$ cat config.mk
export PLATFORM = sky130hd
export DESIGN_NAME = risc16_mem_arbiter
export DESIGN_NICKNAME = d
export VERILOG_FILES = /design/src/rtl/risc16_mem_arbiter.sv
export SDC_FILE = /design/constraint.sdc
export NUM_CORES = 1
export LEC_CHECK = 0
export CAP_MARGIN = 20
export CORE_MARGIN = 3
export CORE_UTILIZATION = 30
export CTS_CLUSTER_SIZE = 14
export DETAILED_ROUTE_END_ITERATION = 10
export GPL_TIMING_DRIVEN = 0
export HOLD_SLACK_MARGIN = 0.05
export PLACE_DENSITY_LB_ADDON = 0.08
export RECOVER_POWER = 50
export SLEW_MARGIN = 25
export SYNTH_ARGS = -nofsm -noshare
export SYNTH_HDL_FRONTEND = slang
export SYNTH_SLANG_ARGS = --single-unit
$ cat constraint.sdc
create_clock -name clk -period 4.7 [get_ports clk]
set_input_delay 1.41 -clock clk [delete_from_list [all_inputs] [get_ports clk]]
set_output_delay 1.41 -clock clk [all_outputs]
set_load 0.01 [all_outputs]
$ cat src/rtl/risc16_mem_arbiter.sv
// -----------------------------------------------------------------------------
// risc16_mem_arbiter
//
// Shares one word-wide, single-port SRAM between the risc16p instruction-fetch
// port and its data port. Each access is a fixed IDLE -> ACCESS -> DONE -> IDLE
// sequence. ACCESS lasts MEM_LAT cycles and DONE carries the one-cycle ack.
// Data requests win ties. A burst counter forces a fetch grant once
// MAX_D_BURST data grants have been made back-to-back while a fetch was waiting.
//
// Ports
//   clk, rst             clock; synchronous active-high reset
//   i_req/i_addr         fetch request and byte address (held until i_ack)
//   i_rdata/i_ack        fetched word and one-cycle completion pulse
//   d_req/d_we/d_addr    data request, store flag and byte address
//   d_wdata              store word
//   d_rdata/d_ack        loaded word and one-cycle completion pulse
//   mem_addr/mem_wdata   SRAM word address (bit 0 cleared) and write data
//   mem_oe/mem_we        SRAM read / write enables
//   mem_rdata            SRAM read data, sampled at the end of the last ACCESS cycle
//   busy                 high whenever the FSM is not in IDLE
// -----------------------------------------------------------------------------
module risc16_mem_arbiter #(
    parameter int ADDR_W      = 16,
    parameter int DATA_W      = 16,
    parameter int MEM_LAT     = 1,
    parameter int MAX_D_BURST = 4
) (
    input  logic              clk,
    input  logic              rst,
    input  logic              i_req,
    input  logic [ADDR_W-1:0] i_addr,
    output logic [DATA_W-1:0] i_rdata,
    output logic              i_ack,
    input  logic              d_req,
    input  logic              d_we,
    input  logic [ADDR_W-1:0] d_addr,
    input  logic [DATA_W-1:0] d_wdata,
    output logic [DATA_W-1:0] d_rdata,
    output logic              d_ack,
    output logic [ADDR_W-1:0] mem_addr,
    output logic [DATA_W-1:0] mem_wdata,
    output logic              mem_oe,
    output logic              mem_we,
    input  logic [DATA_W-1:0] mem_rdata,
    output logic              busy
);

    typedef enum logic [1:0] {
        ST_IDLE   = 2'd0,
        ST_ACCESS = 2'd1,
        ST_DONE   = 2'd2
    } state_e;

    localparam logic [2:0] LAT_LAST  = 3'(MEM_LAT - 1);
    localparam logic [3:0] BURST_MAX = 4'(MAX_D_BURST);

    state_e              state_q,    state_d;
    logic [2:0]          lat_cnt_q,  lat_cnt_d;
    logic [3:0]          burst_q,    burst_d;
    logic                gnt_data_q, gnt_data_d;   // 1 = current access belongs to the data port
    logic [ADDR_W-1:0]   mem_addr_q, mem_addr_d;
    logic [DATA_W-1:0]   mem_wdata_q, mem_wdata_d;
    logic                mem_oe_q,   mem_oe_d;
    logic                mem_we_q,   mem_we_d;
    logic [DATA_W-1:0]   rdata_q,    rdata_d;
    logic                i_ack_q,    i_ack_d;
    logic                d_ack_q,    d_ack_d;
    logic                busy_q,     busy_d;
    logic                data_wins;

    // Data port wins unless a waiting fetch has already been passed over MAX_D_BURST times.
    always_comb begin
        if (d_req && !(i_req && (burst_q == BURST_MAX))) begin
            data_wins = 1'b1;
        end else begin
            data_wins = 1'b0;
        end
    end

    // Next-state and next-output computation for the access sequencer.
    always_comb begin
        state_d     = state_q;
        lat_cnt_d   = lat_cnt_q;
        burst_d     = burst_q;
        gnt_data_d  = gnt_data_q;
        mem_addr_d  = mem_addr_q;
        mem_wdata_d = mem_wdata_q;
        mem_oe_d    = mem_oe_q;
        mem_we_d    = 1'b0;
        rdata_d     = rdata_q;
        i_ack_d     = 1'b0;
        d_ack_d     = 1'b0;

        case (state_q)
            ST_IDLE: begin
                if (i_req || d_req) begin
                    state_d   = ST_ACCESS;
                    lat_cnt_d = 3'd0;
                    if (data_wins) begin
                        gnt_data_d  = 1'b1;
                        mem_addr_d  = {d_addr[ADDR_W-1:1], 1'b0};
                        mem_wdata_d = d_wdata;
                        mem_oe_d    = ~d_we;
                        mem_we_d    = d_we;
                        // Count only grants that made a fetch wait.
                        if (!i_req) begin
                            burst_d = 4'd0;
                        end else if (burst_q != BURST_MAX) begin
                            burst_d = burst_q + 4'd1;
                        end else begin
                            burst_d = burst_q;
                        end
                    end else begin
                        gnt_data_d  = 1'b0;
                        mem_addr_d  = {i_addr[ADDR_W-1:1], 1'b0};
                        mem_wdata_d = '0;
                        mem_oe_d    = 1'b1;
                        mem_we_d    = 1'b0;
                        burst_d     = 4'd0;
                    end
                end else begin
                    state_d = ST_IDLE;
                end
            end

            ST_ACCESS: begin
                // mem_we was raised for the first window cycle only; it stays 0 here.
                if (lat_cnt_q == LAT_LAST) begin
                    state_d     = ST_DONE;
                    rdata_d     = mem_rdata;
                    mem_oe_d    = 1'b0;
                    mem_addr_d  = '0;
                    mem_wdata_d = '0;
                    i_ack_d     = ~gnt_data_q;
                    d_ack_d     = gnt_data_q;
                end else begin
                    lat_cnt_d = lat_cnt_q + 3'd1;
                end
            end

            ST_DONE: begin
                state_d = ST_IDLE;
            end

            default: begin
                state_d  = ST_IDLE;
                mem_oe_d = 1'b0;
            end
        endcase

        busy_d = (state_d != ST_IDLE);
    end

    // State and output registers; reset abandons any access in flight.
    always_ff @(posedge clk) begin
        if (rst) begin
            state_q     <= ST_IDLE;
            lat_cnt_q   <= 3'd0;
            burst_q     <= 4'd0;
            gnt_data_q  <= 1'b0;
            mem_addr_q  <= '0;
            mem_wdata_q <= '0;
            mem_oe_q    <= 1'b0;
            mem_we_q    <= 1'b0;
            rdata_q     <= '0;
            i_ack_q     <= 1'b0;
            d_ack_q     <= 1'b0;
            busy_q      <= 1'b0;
        end else begin
            state_q     <= state_d;
            lat_cnt_q   <= lat_cnt_d;
            burst_q     <= burst_d;
            gnt_data_q  <= gnt_data_d;
            mem_addr_q  <= mem_addr_d;
            mem_wdata_q <= mem_wdata_d;
            mem_oe_q    <= mem_oe_d;
            mem_we_q    <= mem_we_d;
            rdata_q     <= rdata_d;
            i_ack_q     <= i_ack_d;
            d_ack_q     <= d_ack_d;
            busy_q      <= busy_d;
        end
    end

    // Both read-data ports show the single sampled word; only the acked one is meaningful.
    assign i_rdata   = rdata_q;
    assign d_rdata   = rdata_q;
    assign i_ack     = i_ack_q;
    assign d_ack     = d_ack_q;
    assign mem_addr  = mem_addr_q;
    assign mem_wdata = mem_wdata_q;
    assign mem_oe    = mem_oe_q;
    assign mem_we    = mem_we_q;
    assign busy      = busy_q;

endmodule

==> flow_metrics.env <==
export IMPL_crit_path_top_delay_cell="dlygate4sd3_1"
export IMPL_place_inst=483
export IMPL_dieArea_sq_um=9340
export IMPL_rr_worst_depth=8
export IMPL_cts_sinks=62
export IMPL_drtIter0Drc=57
export IMPL_holdWs_ns=0.4561
export IMPL_critPathKind="input port to flip-flop"
export IMPL_synth_cell_area_sq_um=2465
export IMPL_post_cts_resized=0
export IMPL_worstReg2RegEnd="mem_addr[7]"
export IMPL_n_fill_cell=740
export IMPL_synth_xor_area_share_pct=0.3553
export IMPL_hold_viol=0
export IMPL_synthCells=248
export IMPL_drt_wl_total_microns=6639
export IMPL_synthArstFlopShare_pct=0
export IMPL_required_ns=4.97
export IMPL_synth_compound_area_share_pct=20.00
export IMPL_min_to="i_ack"
export IMPL_critPathMaxStageDelay_ns=0.66
export IMPL_grt_overflow_total=0
export IMPL_postCtsHoldBufs=0
export IMPL_dr_pass1_iters=4
export IMPL_synthMuxAreaShare_pct=0
export IMPL_fin_crit_ns=3.142
export IMPL_reg2reg_slack_ns=2.84
export IMPL_grt_first_pass_wirelength_microns=10750
export IMPL_synth_net_count=321
export IMPL_dpl_hpwl_microns=4998
export IMPL_die_h_microns=96.65
export IMPL_post_cts_buffers=0
export IMPL_ant_nets=0
export IMPL_fin_worst_skew_ns=0.005903
export IMPL_antenna_cells=0
export IMPL_drc=0
export IMPL_nets=465
export IMPL_maxSlewViolCount=0
export IMPL_ys_types=38
export IMPL_max_freq_mhz=318.2
export IMPL_postLayoutCoreUtil_pct=52.90
export IMPL_p_per_area_nw_per_um2=329.9
export IMPL_instances_no_fill=499
export IMPL_yosys_warnings=0
export IMPL_viasPerCell=4.463
export IMPL_area_delta_synth_final_pct=68.43
export IMPL_avgSynthCellArea_sq_um=9.939
export IMPL_synth_seq_cells=62
export IMPL_start_util_pct=31.41
export IMPL_grt_pass1_vias=2054
export IMPL_worstHoldStart="gnt_data_q"
export IMPL_tightest_slew_ns=0.5456
export IMPL_crit_chain="dlygate4sd3_1, or2_0, a21oi_1, and2_1, buf_6, buf_4, a22o_1"
export IMPL_cp_startpoint="d_req"
export IMPL_finalSetupViolCount=0
export IMPL_cp_end_kind="flip-flop"
export IMPL_ys_seq_area_share_pct=50.36
export IMPL_pin_count=138
export IMPL_cp_num_buf_inv=3
export IMPL_tns_ns=0
export IMPL_htree_num_levels=3
export IMPL_portBuffers=133
export IMPL_yosys_area_share_simple_pct=16.60
export IMPL_cts_tree="built"
export IMPL_die_w_microns=96.65
export IMPL_cpLargestDelayFamily="buffers and inverters"
export IMPL_num_rows=32
export IMPL_grt_setup_unrepaired="false"
export IMPL_post_drt_wl_per_cell_microns=13.30
export IMPL_drive_above_1_share_pct=12.85
export IMPL_synth_edf_count=0
export IMPL_crit_fanout=10
export IMPL_route_vias_total=2227
export IMPL_clock_root_buffer="clkbuf_8"
export IMPL_holdPathStages=1
export IMPL_status="completed"
export IMPL_power_mw=1.370
export IMPL_ir_drop_v=0.0001488
export IMPL_cts_path_max_buffers=2
export IMPL_critical_path_arrival_ns=3.41
export IMPL_insertion_delay_ns=0.33
export IMPL_leakagePower_nw=1.743
export IMPL_synth_top_family_by_area="compound AO/OA/AOI/OAI gates"
export IMPL_track_usage_pct=14.28
export IMPL_gp_congestion=0.7512
export IMPL_cp_start_kind="input port"
export IMPL_clk_pin_slew_worst_paths_ns=0.07
export IMPL_hold_class="flip-flop to flip-flop"
export IMPL_slew_headroom_pct=63.49
export IMPL_grt_max_degree=12
export IMPL_timing_rr_start="lat_cnt_q[0]"
export IMPL_antenna_found_initial=0
export IMPL_maxCapViolCount=0
export IMPL_synth_adder_area_share_pct=2.030
export IMPL_coreArea_sq_um=7848
export IMPL_cts_inserted_buffers=9
export IMPL_synth_top_flop_cell="dfxtp_1"
export IMPL_fin_crit_sh_pct=66.86
-- area by class of cell --
class / count / area (sq um) / area share, %
timing repair buffer: 133 / 1331 / 32.07
sequential: 62 / 1241 / 29.90
multi-input combinational: 148 / 960.9 / 23.15
buffer: 31 / 231.5 / 5.576
clock buffer: 11 / 151.4 / 3.647
tap: 102 / 127.6 / 3.074
clock inverter: 5 / 81.33 / 1.959
inverter: 7 / 26.28 / 0.6329
-- worst reg2reg max path: cells and delay by family (launching register included) --
family                   cells  cell delay [ns]
AND/OR/NAND/NOR              3             0.65
flip-flops                   1             0.34
buffers and inverters        3             0.31
AO/OA/AOI/OAI                1             0.30
adder cells (fa/ha/maj)      1             0.15
-- layer usage --
metal	GRT usage, %	wire, microns
met4	5.508	83
met3	3.965	426
met1	20.13	3234
met2	20.65	2895
met5	0	0
-- flip-flops by register name, summed over array words and instances, names as in the netlist --
register    count
mem_we          1
d_rdata        16
mem_addr       15
d_ack           1
busy            1
lat_cnt_q       3
gnt_data_q      1
state_q         2
i_ack           1
burst_q         4
mem_wdata      16
mem_oe          1
-- placed cells by master (no fill, tap or decap), drive strengths merged --
cell type / Yosys / final
a2111oi: 1 / 1
a21oi: 20 / 20
a221o: 15 / 15
a22o: 16 / 16
a22oi: 1 / 1
a31oi: 1 / 1
a32o: 1 / 1
a32oi: 2 / 2
and2: 18 / 18
and2b: 1 / 1
and3: 1 / 1
and4: 1 / 1
buf: 26 / 26
bufinv: 0 / 2
clkbuf: 5 / 16
clkdlybuf4s50: 0 / 92
clkinv: 0 / 2
clkinvlp: 0 / 1
conb: 1 / 1
dfxtp: 62 / 62
dlygate4sd3: 0 / 41
ha: 4 / 4
inv: 7 / 7
nand2: 38 / 38
nand2b: 3 / 3
nand3: 3 / 3
nand4: 1 / 1
nand4b: 1 / 1
nor2: 8 / 8
nor2b: 1 / 1
nor3: 2 / 2
o21ai: 3 / 3
o22ai: 1 / 1
o311ai: 1 / 1
or2: 2 / 2
xnor2: 1 / 1
-- metrics by stage --
stage	instance area, sq um	setup slack [ns]
floorplan	2465	2.177
global placement	3924	1.423
detailed placement	3924	1.431
CTS	4156	1.786
global route	4151	1.468
finish	4151	1.558
-- worst max path at each step --
stage,end,depth (start not counted)
after floorplan,mem_addr[11],6
after global placement,mem_addr[4],6
after global routing,mem_wdata[0],7
after detailed placement,mem_wdata[3],7
after CTS,mem_wdata[13],7
final,mem_wdata[15],7
-- synthesized netlist by cell type (2+ instances only) --
library cell	number	share of area, %
a21oi_1	19	3.9
a221o_1	15	6.1
a22o_1	16	5.7
a32oi_1	2	0.71
and2_1	13	3.3
and2_2	5	1.5
buf_2	2	0.41
buf_4	18	5.5
buf_6	6	2.7
clkbuf_1	4	0.61
dfxtp_1	62	50
ha_1	4	2.0
inv_1	7	1.1
nand2_1	37	5.6
nand2b_1	3	0.76
nand3_1	3	0.61
nor2_1	8	1.2
nor3_1	2	0.41
o21ai_0	3	0.61
-- power by group --
part | internal, mW | switching (mW)
Sequential | 0.561 | 0.0195
Combinational | 0.155 | 0.100
Clock | 0.328 | 0.207
-- cells by family (layout without fill, tap and decap cells) --
logic type / Yosys count / in the layout
buffers and inverters: 38 / 187
AO/OA/AOI/OAI: 62 / 62
adder cells (fa/ha/maj): 4 / 4
XOR/XNOR: 1 / 1
other: 1 / 1
flip-flops: 62 / 62
AND/OR/NAND/NOR: 80 / 80
Power figures use the tool's default switching activity.
